<file path="src/rtl/bm_frame_sequencer.sv">
// Walks one frame of soft symbols through branch_metrics: forward pass, then backward pass.
// Each branch metric that comes back is tagged with its trellis index and direction.
module bm_frame_sequencer #(
    parameter int BITS            = 16,
    parameter int BITS_PER_SYMBOL = 2,
    parameter int MAX_FRAME       = 1024,
    parameter int ADDR_W          = $clog2(MAX_FRAME),
    parameter int BM_LATENCY      = 4
) (
    input  logic                            clk,
    input  logic                            rst_n,
    input  logic                            start,
    input  logic [ADDR_W:0]                 frame_len,
    input  logic                            hold,
    output logic                            busy,
    output logic                            done,
    output logic                            mem_rd_en,
    output logic [ADDR_W-1:0]               mem_rd_addr,
    input  logic [BITS*BITS_PER_SYMBOL-1:0] mem_rd_data,
    output logic                            bm_in_valid,
    output logic [BITS*BITS_PER_SYMBOL-1:0] bm_symbol,
    input  logic                            bm_out_valid,
    output logic                            tag_valid,
    output logic [ADDR_W-1:0]               tag_index,
    output logic                            tag_dir,
    output logic                            err
);

    localparam int DEPTH = BM_LATENCY + 2;
    localparam int PTR_W = (DEPTH > 1) ? $clog2(DEPTH) : 1;
    localparam int CNT_W = $clog2(DEPTH + 1);
    localparam logic [ADDR_W:0] MAX_LEN = (ADDR_W + 1)'(MAX_FRAME);

    typedef enum logic [2:0] {IDLE, FWD, BWD, DRAIN, DONE} state_t;

    state_t            state_reg, state_next;
    logic [ADDR_W-1:0] ptr_reg, ptr_next;
    logic [ADDR_W:0]   len_reg, len_next;
    logic [ADDR_W:0]   len_clamped;
    logic              rd_en;
    logic              last_fwd;
    logic              drained;
    logic              bm_in_valid_reg;

    logic [PTR_W-1:0]  wr_ptr_reg, rd_ptr_reg;
    logic [CNT_W-1:0]  fifo_cnt_reg;
    logic [CNT_W-1:0]  inflight_reg;
    logic              fifo_empty, fifo_full;
    logic              push, pop, inflight_dec;
    logic [ADDR_W:0]   fifo_mem [DEPTH];
    logic [ADDR_W:0]   head;
    logic              err_reg;

    assign len_clamped = (frame_len > MAX_LEN) ? MAX_LEN : frame_len;
    assign last_fwd    = ({1'b0, ptr_reg} == (len_reg - (ADDR_W + 1)'(1)));
    assign drained     = !bm_in_valid_reg && (inflight_reg == '0) && fifo_empty;

    always_ff @(posedge clk) begin
        if (!rst_n) begin
            state_reg <= IDLE;
            ptr_reg   <= '0;
            len_reg   <= '0;
        end else begin
            state_reg <= state_next;
            ptr_reg   <= ptr_next;
            len_reg   <= len_next;
        end
    end

    // The pointer parks on the last index at each turn-around so the
    // backward pass starts on the same address the forward pass ended on.
    always_comb begin
        state_next = state_reg;
        ptr_next   = ptr_reg;
        len_next   = len_reg;
        rd_en      = 1'b0;
        case (state_reg)
            IDLE: begin
                if (start) begin
                    len_next   = len_clamped;
                    ptr_next   = '0;
                    state_next = (len_clamped == '0) ? DONE : FWD;
                end
            end
            FWD: begin
                if (!hold) begin
                    rd_en = 1'b1;
                    if (last_fwd) state_next = BWD;
                    else          ptr_next   = ptr_reg + ADDR_W'(1);
                end
            end
            BWD: begin
                if (!hold) begin
                    rd_en = 1'b1;
                    if (ptr_reg == '0) state_next = DRAIN;
                    else               ptr_next   = ptr_reg - ADDR_W'(1);
                end
            end
            DRAIN: begin
                if (drained) state_next = DONE;
            end
            DONE: begin
                state_next = IDLE;
            end
            default: begin
                state_next = IDLE;
            end
        endcase
    end

    assign busy        = (state_reg != IDLE);
    assign done        = (state_reg == DONE);
    assign mem_rd_en   = rd_en;
    assign mem_rd_addr = ptr_reg;
    assign bm_in_valid = bm_in_valid_reg;
    // Read data arrives the cycle after the strobe; qualify it with the strobe's delayed copy.
    assign bm_symbol   = bm_in_valid_reg ? mem_rd_data : '0;

    function automatic logic [PTR_W-1:0] ptr_inc(input logic [PTR_W-1:0] p);
        return (p == PTR_W'(DEPTH - 1)) ? '0 : p + PTR_W'(1);
    endfunction

    assign fifo_empty   = (fifo_cnt_reg == '0);
    assign fifo_full    = (fifo_cnt_reg == CNT_W'(DEPTH));
    assign tag_valid    = bm_out_valid && !fifo_empty;
    assign pop          = tag_valid;
    assign push         = rd_en && (!fifo_full || pop);
    assign inflight_dec = pop && (inflight_reg != '0);

    assign head      = fifo_mem[rd_ptr_reg];
    assign tag_index = head[ADDR_W:1];
    assign tag_dir   = head[0];
    assign err       = err_reg;

    genvar gi;
    generate
        for (gi = 0; gi < DEPTH; gi++) begin : g_slot
            logic [ADDR_W:0] slot_reg;
            always_ff @(posedge clk) begin
                if (!rst_n) begin
                    slot_reg <= '0;
                end else if (push && (wr_ptr_reg == PTR_W'(gi))) begin
                    slot_reg <= {ptr_reg, (state_reg == BWD)};
                end
            end
            assign fifo_mem[gi] = slot_reg;
        end
    endgenerate

    always_ff @(posedge clk) begin
        if (!rst_n) begin
            wr_ptr_reg      <= '0;
            rd_ptr_reg      <= '0;
            fifo_cnt_reg    <= '0;
            inflight_reg    <= '0;
            bm_in_valid_reg <= 1'b0;
            err_reg         <= 1'b0;
        end else begin
            bm_in_valid_reg <= rd_en;
            if (push) wr_ptr_reg <= ptr_inc(wr_ptr_reg);
            if (pop)  rd_ptr_reg <= ptr_inc(rd_ptr_reg);
            case ({push, pop})
                2'b10:   fifo_cnt_reg <= fifo_cnt_reg + CNT_W'(1);
                2'b01:   fifo_cnt_reg <= fifo_cnt_reg - CNT_W'(1);
                default: fifo_cnt_reg <= fifo_cnt_reg;
            endcase
            case ({bm_in_valid_reg, inflight_dec})
                2'b10:   inflight_reg <= inflight_reg + CNT_W'(1);
                2'b01:   inflight_reg <= inflight_reg - CNT_W'(1);
                default: inflight_reg <= inflight_reg;
            endcase
            // A metric with no matching tag means the pipeline lost sync; keep it flagged.
            if (bm_out_valid && fifo_empty) err_reg <= 1'b1;
        end
    end

endmodule
</file>
<file path="config.mk">
export PLATFORM = sky130hd
export DESIGN_NAME = bm_frame_sequencer
export DESIGN_NICKNAME = d
export VERILOG_FILES = /design/src/rtl/bm_frame_sequencer.sv
export SDC_FILE = /design/constraint.sdc
export NUM_CORES = 1
export LEC_CHECK = 0
export CAP_MARGIN = 20
export CORE_UTILIZATION = 52
export DETAILED_ROUTE_END_ITERATION = 8
export PLACE_DENSITY_LB_ADDON = 0.2
export SLEW_MARGIN = 15
export SYNTH_ARGS = -nofsm -noshare
export SYNTH_HDL_FRONTEND = slang
export SYNTH_SLANG_ARGS = --single-unit
</file>
<file path="constraint.sdc">
create_clock -name clk -period 4.1 [get_ports clk]
set_input_delay 0.82 -clock clk [delete_from_list [all_inputs] [get_ports clk]]
set_output_delay 0.82 -clock clk [all_outputs]
set_load 0.01 [all_outputs]
</file>
Word level (Yosys, flattened, before mapping)
Cells that the tools add are included.
Widths: inputs -> output; s select.
- register bits after elaboration: 104
- output and inout port bits: 59
- logic and storage cells: 107
- magnitude comparators: 2
- mux-type cells: 25
- add/sub/neg operators: 9
- bitwise operators: 1
- eq/ne operators: 24
- reductions and logical operators: 31
- operators with widths (cell ; count):
    $mux 10 ; 5
    $bmux 11 s3 ; 1
    $mux 11 ; 3
    $mux 32 ; 1
    $pmux 10 s3 ; 1
    $mux 3 ; 9
    $ne 2x2->1 const B ; 8
    $eq 3x3->1 const B ; 5
    $add 3x1->3 const B ; 4
    $eq 3x2->1 const B ; 4
    $logic_and 1x1->1 ; 12
    $logic_not 3->1 ; 4
    $pmux 3 s2 ; 2
    $pmux 3 s4 ; 1
    $reduce_and 6->1 ; 2
    $eq 10x11->1 ; 1
    $gt 11x11->1 const B ; 1
    $logic_not 11->1 ; 1
    $sub 11x1->11 const B ; 1
    $add 10x1->10 const B ; 1
    $logic_not 10->1 ; 1
    $sub 10x1->10 const B ; 1
    $reduce_bool 3->1 ; 3
    $eq 3x1->1 const B ; 2
    11 further kinds ; 18

Logic depth before layout (Yosys ltp)
Gate-level depths: netlist (run 1).
- depth in word-level cells: 7
- gate-level depth with buffers: 11
- gate-level depth less buffers: 10

Worst setup path before layout (run 1)
No wires, ideal clock.
- kind: register to register
- from: register state_reg[1]
- to: register ptr_reg[8], in the netlist mem_rd_addr[8]
- library setup time: 0.116 ns
- stages on the path, launching flop included: 12
- data required time: 3.984 ns
- arrival time: 2.851 ns
- slack: 1.133 ns
- cell sequence: dfxtp_1 or3b_2 clkbuf_1 inv_1 ha_1 a21o_1 a21oi_1 nor2_1 o21a_1 o41a_1 xor2_1 a41o_1
- word-level cells in the longest chain between the ends: 3
- RTL lines (element ; line ; text):
    from (decl) ; 36 ; state_t state_reg, state_next;
    from (signal assigned) ; 64 ; state_reg <= state_next;
    $eq 3x2->1 (tied with other cells) ; 77 ; case (state_reg)
    $ne 2x2->1 (no line) / $reduce_bool 3->1 (equally long branches) ; - ;
    $reduce_and 6->1 (no line) ; - ;
    to (signal assigned) ; 65 ; ptr_reg <= ptr_next;
    to (decl) ; 37 ; logic [ADDR_W-1:0] ptr_reg, ptr_next;
Several ways; a longest one is shown, not always the timed one.
A chain may end at the register's enable or synchronous reset.

Final worst setup path (run 1)
Ends and elaborated chain as after synthesis.

==> results.md, run 1 <==
- After clock tree synthesis, the setup repair step added 0 buffers.
- The number of global-route vias before repair is 4,732.
- The XOR/XNOR share of the synthesized area is 3.58%.
- The combined area of the multi-input logic cells is 3240 µm².
- The tightest min-delay check is of the flip-flop to flip-flop type.
- The global-route wire length before repair is 23,100 µm.
- The reg-to-reg endpoint is mem_rd_addr[8]$_SDFFE_PN0P_.
- The synthesized netlist occupies a cell area of 5630 µm².
- The dominant synthesized flop cell is sky130_fd_sc_hd__dfxtp_1.
- The routed layout has 4,922 vias.
- The initial core utilization is 54.0%.
- The critical path capture point type is a flip-flop.
- TritonCTS built the clock tree.
- The number of cells on the worst hold path is 2.
- Measured in cells, the most critical reg-to-reg path has a length of 10.
- Once detail routing completed, the nets flagged for antenna violations numbered 0.
- The detailed router finished its first iteration with 253 violations.
- The count of final setup violators is 0.
- After Yosys synthesis, and, or, nand and nor cells account for 23.6% of the synthesized area.
- At the worst endpoint, the arrival time is 3.72 ns.
- The highest clock rate is 291 MHz.
- The maximum number of pins on one net before global-route repair is 55.
- The top cell types in the final layout, fill and taps aside, are sky130_fd_sc_hd__clkdlybuf4s50_1 (106), sky130_fd_sc_hd__dfxtp_1 (104), sky130_fd_sc_hd__nor2_1 (96).
- For this run, the number of Yosys warnings is 0.
- The worst supply voltage drop on vdd is 0.206 mV.
- After detailed routing, the number of remaining DRC violations is 0.
- The via density per instance is 5.65.
- The number of H-tree levels is 3.
- The I/O pin count is 107.
- The global routing's busiest layer is met2.
- Dividing total power by cell area gives a power density of 340 nW/µm².
- In the global route stage, met2 resource usage came out at 45.8%.
- Counting flops with a built-in enable in the synthesized netlist gives 0.
- The number of gates resized after CTS is 0.
- The maximum fanout along the worst path is 15.
- The routed design could run at a clock period as short as 3.44 ns.
- The analysis attributes to cell leakage a power of 2.64 nW.
- The buffer cell driving the clock tree root is sky130_fd_sc_hd__clkbuf_8.
- For this run, global-route usage on met1 was measured as 31.9%.
- The total inserted antenna cells is 0.
- The hold violation total from the final report is 0.
- The library cell used most frequently in the layout, excluding fill and tap cells, is sky130_fd_sc_hd__clkdlybuf4s50_1.
- For the final database, setup skew stands at 0.00945 ns.
- Input and output buffers added on the ports amount to 106.
- The average wire per cell in the routed design is 16.2 µm.
- The delay of the slowest cell on the worst path is 0.65 ns.
- The clock edge transition at the registers on the reported setup and hold paths is 0.11 ns.
- The count of fill cells added during filler insertion is 859.
- For the worst-skew pair, the clock arrives at the later sink with an insertion delay of 0.38 ns.
- After synthesis, the largest family of logic cells by area is simple AND/OR/NAND/NOR gates.
- The core outline area is 10,400 µm².
- The die covers 11,200 µm².
- Counting flops and latches in the post-synthesis netlist gives 104.
- The async set-or-reset flop fraction in the synthesized netlist is 0%.
- Global routing used 25.9% of the available tracks.
- The congestion estimate from routability-driven global placement came to 0.807.
- The part of the Yosys area used for sequential elements is 37.0%.
- Measured along the y axis, the die boundary spans 106 µm.
- At the pin with the least slew margin, the transition time is 0.917 ns.
- The share of post-route cells with drive strength above 1 is 6.67%.
- The area growth from synthesis to layout is 24.1%.
- The launch instance of the worst register-to-register path is state_reg[1]$_SDFFE_PN0P_.
- The overall routed net length is 14,100 µm.
- Across the whole layout, storage elements account for 2080 µm².
- The distinct cell type count of the synthesized netlist is 60.
- Setup repair after global routing left no endpoint under its margin.
- For met3 alone, demand over resource in global routing was 4.23%.
- Of the total synthesized cell area, the portion taken by full adders, half adders and majority gates is 3.51%.
- The register with the most flip-flops in the layout has 66 of them.
- At the worst endpoint, the required time is 4.38 ns.
- The width of the die is 106 µm.
- The startpoint identified for the worst hold timing path is g_slot[3].slot_reg[8]$_SDFFE_PN0P_.
- The master of the slowest instance on the critical path is sky130_fd_sc_hd__dfxtp_1.
- The setup TNS after final layout is 0 ns.
- The average footprint of a synthesized cell is 8.66 µm².
- The detailed-placement wirelength estimate is 10,400 µm.
- The number of sinks handled by clock tree synthesis is 104.
- The number of pins with negative max-slew slack in the final report is 0.
- In this run the deepest clock path goes through 2 buffers.
- The initial antenna violation count is 0.
- The count of mapped cells out of synthesis is 650.
- The share of the synthesized area in compound gates (AO/OA/AOI/OAI) is 11.0%.
- The run finished with clean final reports.
- The synthesized netlist net count is 712.
- The setup check on the worst reg-to-reg path leaves a slack of 0.66 ns.
- The first detailed-routing pass took 4 iterations.
- Row generation in the floorplan step produced 37 rows.
- The critical path start-end classification is flip-flop to flip-flop.
- The destination of the worst hold path is g_slot[3].slot_reg[8]$_SDFFE_PN0P_.
- In the finished design, the share of the clock period the worst path needs comes to 83.9%.
- For this run the aggregate overflow at the end of global routing stands at 0.
- Clock tree synthesis inserted a total of 9 buffers.
- STA classifies the critical path startpoint as a flip-flop.
- The number of max-capacitance violations reported is 0.
- Measured against the total synthesized area, the mux share comes to 15.8%.
- The overall power of the completed layout is 2.38 mW.
- Traced cell by cell, the critical path runs through or3b_2 -> inv_1 -> ha_1 -> a21o_1 -> a21oi_1 -> nor2_1 -> o21a_1 -> o41a_1 -> xor2_1 -> a41o_1.
- The normalized max-slew margin is 38.8%.
- The layout net count is 792.
- The hold buffer count at CTS is 0.
worst max-delay path, delay by kind of cell, from the launching register on:
kind | cells | cell delay (ns)
AO/OA/AOI/OAI | 5 | 1.13
AND/OR/NAND/NOR | 2 | 0.69
flip-flops | 1 | 0.65
buffers and inverters | 1 | 0.36
adder cells (fa/ha/maj) | 1 | 0.36
XOR/XNOR | 1 | 0.15
area by class of cell:
type	count	share of cell area, %
Tap cell	136	2.44
Sequential cell	104	29.8
Multi-Input combinational cell	468	46.4
Clock buffer	10	1.97
Timing Repair Buffer	117	16.5
Inverter	30	1.61
Clock inverter	6	1.22
worst max path at each step:
stage                                          from                           to  slack (ns)
after global placement    state_reg[1]$_SDFFE_PN0P_  mem_rd_addr[8]$_SDFFE_PN0P_        0.79
after CTS                 state_reg[1]$_SDFFE_PN0P_  mem_rd_addr[8]$_SDFFE_PN0P_        0.69
after global routing      state_reg[1]$_SDFFE_PN0P_  mem_rd_addr[8]$_SDFFE_PN0P_        0.47
final                     state_reg[1]$_SDFFE_PN0P_  mem_rd_addr[8]$_SDFFE_PN0P_        0.66
after detailed placement  state_reg[1]$_SDFFE_PN0P_  mem_rd_addr[8]$_SDFFE_PN0P_        0.72
after floorplan           state_reg[1]$_SDFFE_PN0P_  mem_rd_addr[8]$_SDFFE_PN0P_        1.13
routing by layer:
layer / part of all wire, % / vias up
met5: 0 / -
met4: 1.5 / 0
met3: 6.2 / 19
met2: 49 / 145
met1: 43 / 2348
li1: - / 2410
cells in the mapped netlist, types with 3 or more instances:
library cell               instances  share of area, %
sky130_fd_sc_hd__or4_1             3              0.40
sky130_fd_sc_hd__fa_1              3               1.1
sky130_fd_sc_hd__clkbuf_1         40               2.7
sky130_fd_sc_hd__a211oi_1          4              0.53
sky130_fd_sc_hd__inv_1            29               1.9
sky130_fd_sc_hd__a21oi_1          42               3.7
sky130_fd_sc_hd__or3_1             9               1.0
sky130_fd_sc_hd__xnor2_1          12               1.9
sky130_fd_sc_hd__and2_1           34               3.8
sky130_fd_sc_hd__ha_1             11               2.4
sky130_fd_sc_hd__nand4_1           6              0.67
sky130_fd_sc_hd__and3_1            5              0.56
sky130_fd_sc_hd__nand2b_1          7              0.78
sky130_fd_sc_hd__mux2i_1          63                11
sky130_fd_sc_hd__buf_2             5              0.44
sky130_fd_sc_hd__o22ai_1          13               1.4
sky130_fd_sc_hd__nand2_1          35               2.3
sky130_fd_sc_hd__dfxtp_1         104                37
sky130_fd_sc_hd__mux4_2           11               4.4
sky130_fd_sc_hd__xor2_1           11               1.7
sky130_fd_sc_hd__o21a_1            4              0.53
sky130_fd_sc_hd__nor4_1            8              0.89
sky130_fd_sc_hd__o21ai_1           4              0.36
sky130_fd_sc_hd__nor3_1           16               1.4
sky130_fd_sc_hd__nor2_1           96               6.4
sky130_fd_sc_hd__nand3b_1         11               1.5
sky130_fd_sc_hd__o21ai_0           5              0.44
sky130_fd_sc_hd__nand3_1          16               1.4
kinds of logic after synthesis:
logic type	Yosys count
adders and majority gates	14
and+or+nand+nor	262
AOI/OAI and AO/OA	94
DFF	104
xor gates and xnor gates	23
buffers and inverters	78
muxes	75
stage by stage:
stage          hold WS [ns]  cell area (µm²)  worst slack [ns]  util (%)  std cells
4_1_cts               0.473             6990             0.694      67.1        871
3_5_place_dp          0.456             6760             0.719      64.9        855
3_3_place_gp          0.449             6760             0.785      64.9        855
6_report              0.472             6990             0.660      67.1        871
2_1_floorplan         0.433             5630              1.13         -        650
5_1_grt               0.496             6990             0.467      67.1        871
power by group:
group	leakage [nW]	switching, mW	internal, mW	total (mW)
Sequential	0.840	0.0620	1.05	1.11
Combinational	1.69	0.291	0.277	0.568
Clock	0.110	0.383	0.315	0.698
Total	2.64	0.736	1.64	2.38
(Power assumes the default switching activity.)
==> run 2: changes to the inputs <==
==> constraint.sdc (replaced) <==
create_clock -name clk -period 3.4 [get_ports clk]
set_input_delay 0.68 -clock clk [delete_from_list [all_inputs] [get_ports clk]]
set_output_delay 0.68 -clock clk [all_outputs]
set_load 0.01 [all_outputs]
==> run 2 against run 1 <==
Compared with the run above: critical path depth is 1 higher; non-clock buffer count is 12 higher; largest cell class unchanged; core utilization is 0.68 points higher; final cell count is 1.4% higher; clock skew is 0.011 ns higher; worst hold slack worse by 0.0095 ns; register-to-register slack worse by 0.37 ns; first-iteration DRC count stayed put; fmax is 11% higher.
==> results.md, run 2 (synthesis gave the netlist of run 1 again) <==
- The run finished with clean final reports.
- The highest clock rate is 321 MHz (+11%).
- The kind of launch point of the worst setup path is a flip-flop.
- The number of sinks handled by clock tree synthesis is 104 (unchanged).
- The total inserted antenna cells came to 0 (unchanged).
- The average wire per cell in the routed design is 16.3 µm (+0.63%).
- The reg-to-reg setup timing slack is 0.29 ns (-0.37 ns).
- The worst reg2reg path depth is 11 (+1).
- The number of gates resized after CTS is 0 (unchanged).
- The static leakage is 2.69 nW (+1.9%).
- The portion of the clock cycle consumed by the worst path in the final layout is 91.5% (+7.6 points).
- The number of detailed-routing iterations run before antenna repair is 6 (+2).
- The global placement routability congestion is 0.889 (+10%).
- The required time at the endpoint of the critical path is 3.67 ns (-0.71 ns).
- The initial core utilization is 54.0% (unchanged).
- The maximum fanout along the worst path is 11 (-4).
- The width of the die was 106 µm (unchanged).
- TritonCTS built the clock tree.
- The layout net count is 804 (+1.5%).
- The number of pins with negative max-slew slack in the final report is 0 (unchanged).
- The destination of the worst hold path is g_slot[3].slot_reg[9]$_SDFFE_PN0P_.
- The number of cells on the worst hold path is 2 (unchanged).
- The start point of the worst hold path is g_slot[3].slot_reg[9]$_SDFFE_PN0P_.
- The DRC marker count from the first detailed-route iteration is 253 (unchanged).
- The area of placed instances is 6850 µm² (+1.3%).
- The post-layout minimum cycle time is 3.11 ns (-0.329 ns).
- The number of vias after detailed routing is 5,008 (+1.7%).
- The core outline area was 10,400 µm² (unchanged).
- The leftover overflow at the end of global routing is 0 (unchanged).
- In this run the critical register-to-register path is launched from state_reg[2]$_SDFFE_PN0P_.
- The hold violation total from the final report was 0 (unchanged).
- The reg-to-reg endpoint is mem_rd_addr[9]$_SDFFE_PN0P_.
- The share of post-route cells with drive strength above 1 is 8.17% (+1.5 points).
- The setup TNS after final layout came to 0 ns (unchanged).
- The full die area is 11,200 µm² (unchanged).
- The count of fill cells added during filler insertion is 854 (-0.58%).
- The count of buffers from port buffering is 106 (unchanged).
- The overall routed net length came to 14,400 µm (+2.0%).
- The number of global-route vias before repair is 4,825 (+2.0%).
- The via density per instance is 5.67 (+0.36%).
- The detailed-placement wirelength estimate was 10,400 µm (+0.51%).
- The data arrival time at the worst-slack endpoint was 3.38 ns (-0.34 ns).
- The remaining antenna violation count is 0 (unchanged).
- The final design area excluding fillers is 7060 µm² (+1.0%).
- The global routing usage summed across all routing layers came to 26.4% (+0.50 points).
- The maximum number of pins on one net before global-route repair is 85 (+55%).
- The initial antenna violation count is 0 (unchanged).
- The global-route wire length before repair came to 23,600 µm (+2.1%).
- The class of the tightest hold or removal check is flip-flop to flip-flop.
- The power per standard cell area came to 398 nW/µm² (+17%).
- The normalized max-slew margin came to 49.1% (+10 points).
- The number of cell rows is 37 (unchanged).
- The library cell used most frequently in the layout, excluding fill and tap cells, is sky130_fd_sc_hd__clkdlybuf4s50_1.
- The number of max-capacitance violations reported is 0 (unchanged).
- The post-CTS setup-driven buffer insertion count is 0 (unchanged).
- The worst supply voltage drop on vdd came to 0.230 mV (+12%).
- The worst clock skew is 0.0204 ns (+0.0110 ns).
- The critical path capture point type is a flip-flop.
- The critical path is of the flip-flop to flip-flop type.
- The cell sitting at the root of the clock tree is a sky130_fd_sc_hd__clkbuf_8.
- The count of final setup violators was 0 (unchanged).
- The insertion delay of the later-clocked pin in the worst-skew pair is 0.37 ns (about the same).
- The hold buffer count at CTS is 0 (unchanged).
- The vertical extent of the die is 106 µm (unchanged).
- The overall power of the completed layout was 2.81 mW (+18%).
- The library cells used most frequently in the layout, excluding fill and tap cells, are sky130_fd_sc_hd__clkdlybuf4s50_1 (106), sky130_fd_sc_hd__dfxtp_1 (104), sky130_fd_sc_hd__nor2_1 (96).
- Setup repair after global routing left no endpoint under its margin.
- The residual DRC count is 0 (unchanged).
- The number of H-tree levels came to 3 (unchanged).
- The number of buffers created by CTS came to 9 (unchanged).
- The maximum buffer depth of the clock tree was 2 (unchanged).
- From synthesis to final layout, the design area changed by 25.4%.
- The I/O pin count is 107 (unchanged).
- The flip-flop count of the largest register after layout came to 66 (unchanged).
- The transition time at the pin with the least slew margin was 0.762 ns (-0.155 ns).
- The clock edge transition at the registers on the reported setup and hold paths is 0.12 ns (about the same).
-- run 2: layout make-up --
cell class	count	area, µm²	area share [%]
repair buffers	129	1250	17.7
multi-input cells	468	3240	45.9
clock inverters	7	80.1	1.13
inverters	30	113	1.60
clock buffers	9	124	1.76
well taps	136	170	2.41
flip-flops and latches	104	2080	29.5
-- run 2: worst max-delay path: stages, from the launching register on --
cell and delay [ns]:
sky130_fd_sc_hd__dfxtp_1 0.43, sky130_fd_sc_hd__or3b_2 0.63, sky130_fd_sc_hd__inv_1 0.26, sky130_fd_sc_hd__buf_4 0.20, sky130_fd_sc_hd__ha_1 0.28, sky130_fd_sc_hd__a21oi_1 0.19
sky130_fd_sc_hd__o22ai_1 0.15, sky130_fd_sc_hd__o21a_1 0.22, sky130_fd_sc_hd__o211ai_1 0.21, sky130_fd_sc_hd__nand2b_1 0.14, sky130_fd_sc_hd__a21boi_1 0.08, sky130_fd_sc_hd__o21a_1 0.22
-- run 2: worst max path at each step --
stage                          startpoint                     endpoint  slack, ns  cells past startpoint
2_1_floorplan   state_reg[1]$_SDFFE_PN0P_  mem_rd_addr[8]$_SDFFE_PN0P_       0.43                     11
3_3_place_gp    state_reg[2]$_SDFFE_PN0P_  mem_rd_addr[8]$_SDFFE_PN0P_       0.45                     10
3_5_place_dp    state_reg[2]$_SDFFE_PN0P_  mem_rd_addr[9]$_SDFFE_PN0P_       0.37                     10
4_1_cts        rd_ptr_reg[1]$_SDFFE_PN0P_                 tag_index[2]       0.28                      3
5_1_grt           len_reg[0]$_SDFFE_PN0P_  mem_rd_addr[5]$_SDFFE_PN0P_        0.1                     10
6_report        state_reg[2]$_SDFFE_PN0P_  mem_rd_addr[9]$_SDFFE_PN0P_       0.29                     11
-- run 2: metrics by stage --
step           hold WS [ns]  utilization (%)  instances  setup WS [ns]
6_report              0.462             67.8        883          0.289
5_1_grt               0.494             67.8        883         0.0999
4_1_cts               0.464             67.8        883          0.275
3_3_place_gp          0.439             65.8        867          0.449
2_1_floorplan         0.433                -        650          0.433
3_5_place_dp          0.447             65.8        867          0.366
-- run 2: per-layer routing --
| layer | global-route usage [%] | wire (µm) | vias to the layer above |
|---|---|---|---|
| li1 | - | - | 2437 |
| met1 | 31.3 | 5990 | 2364 |
| met2 | 47.0 | 7080 | 180 |
| met3 | 5.76 | 1050 | 27 |
| met4 | 9.13 | 271 | 0 |
| met5 | 0 | 0 | - |
-- run 2: power breakdown --
part           leakage, nW  switching [mW]  internal [mW]
Clock               0.0998           0.479          0.294
Sequential           0.840          0.0626           1.27
Combinational         1.75           0.368          0.342
==> run 3: changes to the inputs <==
--- a/config.mk
+++ b/config.mk
@@ -5,6 +5,7 @@
 export SDC_FILE = /design/constraint.sdc
 export NUM_CORES = 1
 export LEC_CHECK = 0
+export ABC_CLOCK_PERIOD_IN_PS = 3400
 export CAP_MARGIN = 20
 export CORE_UTILIZATION = 52
 export DETAILED_ROUTE_END_ITERATION = 8
==> results of run 3 <==
The final DEF is identical to that of run 2; final timing and power are the same.
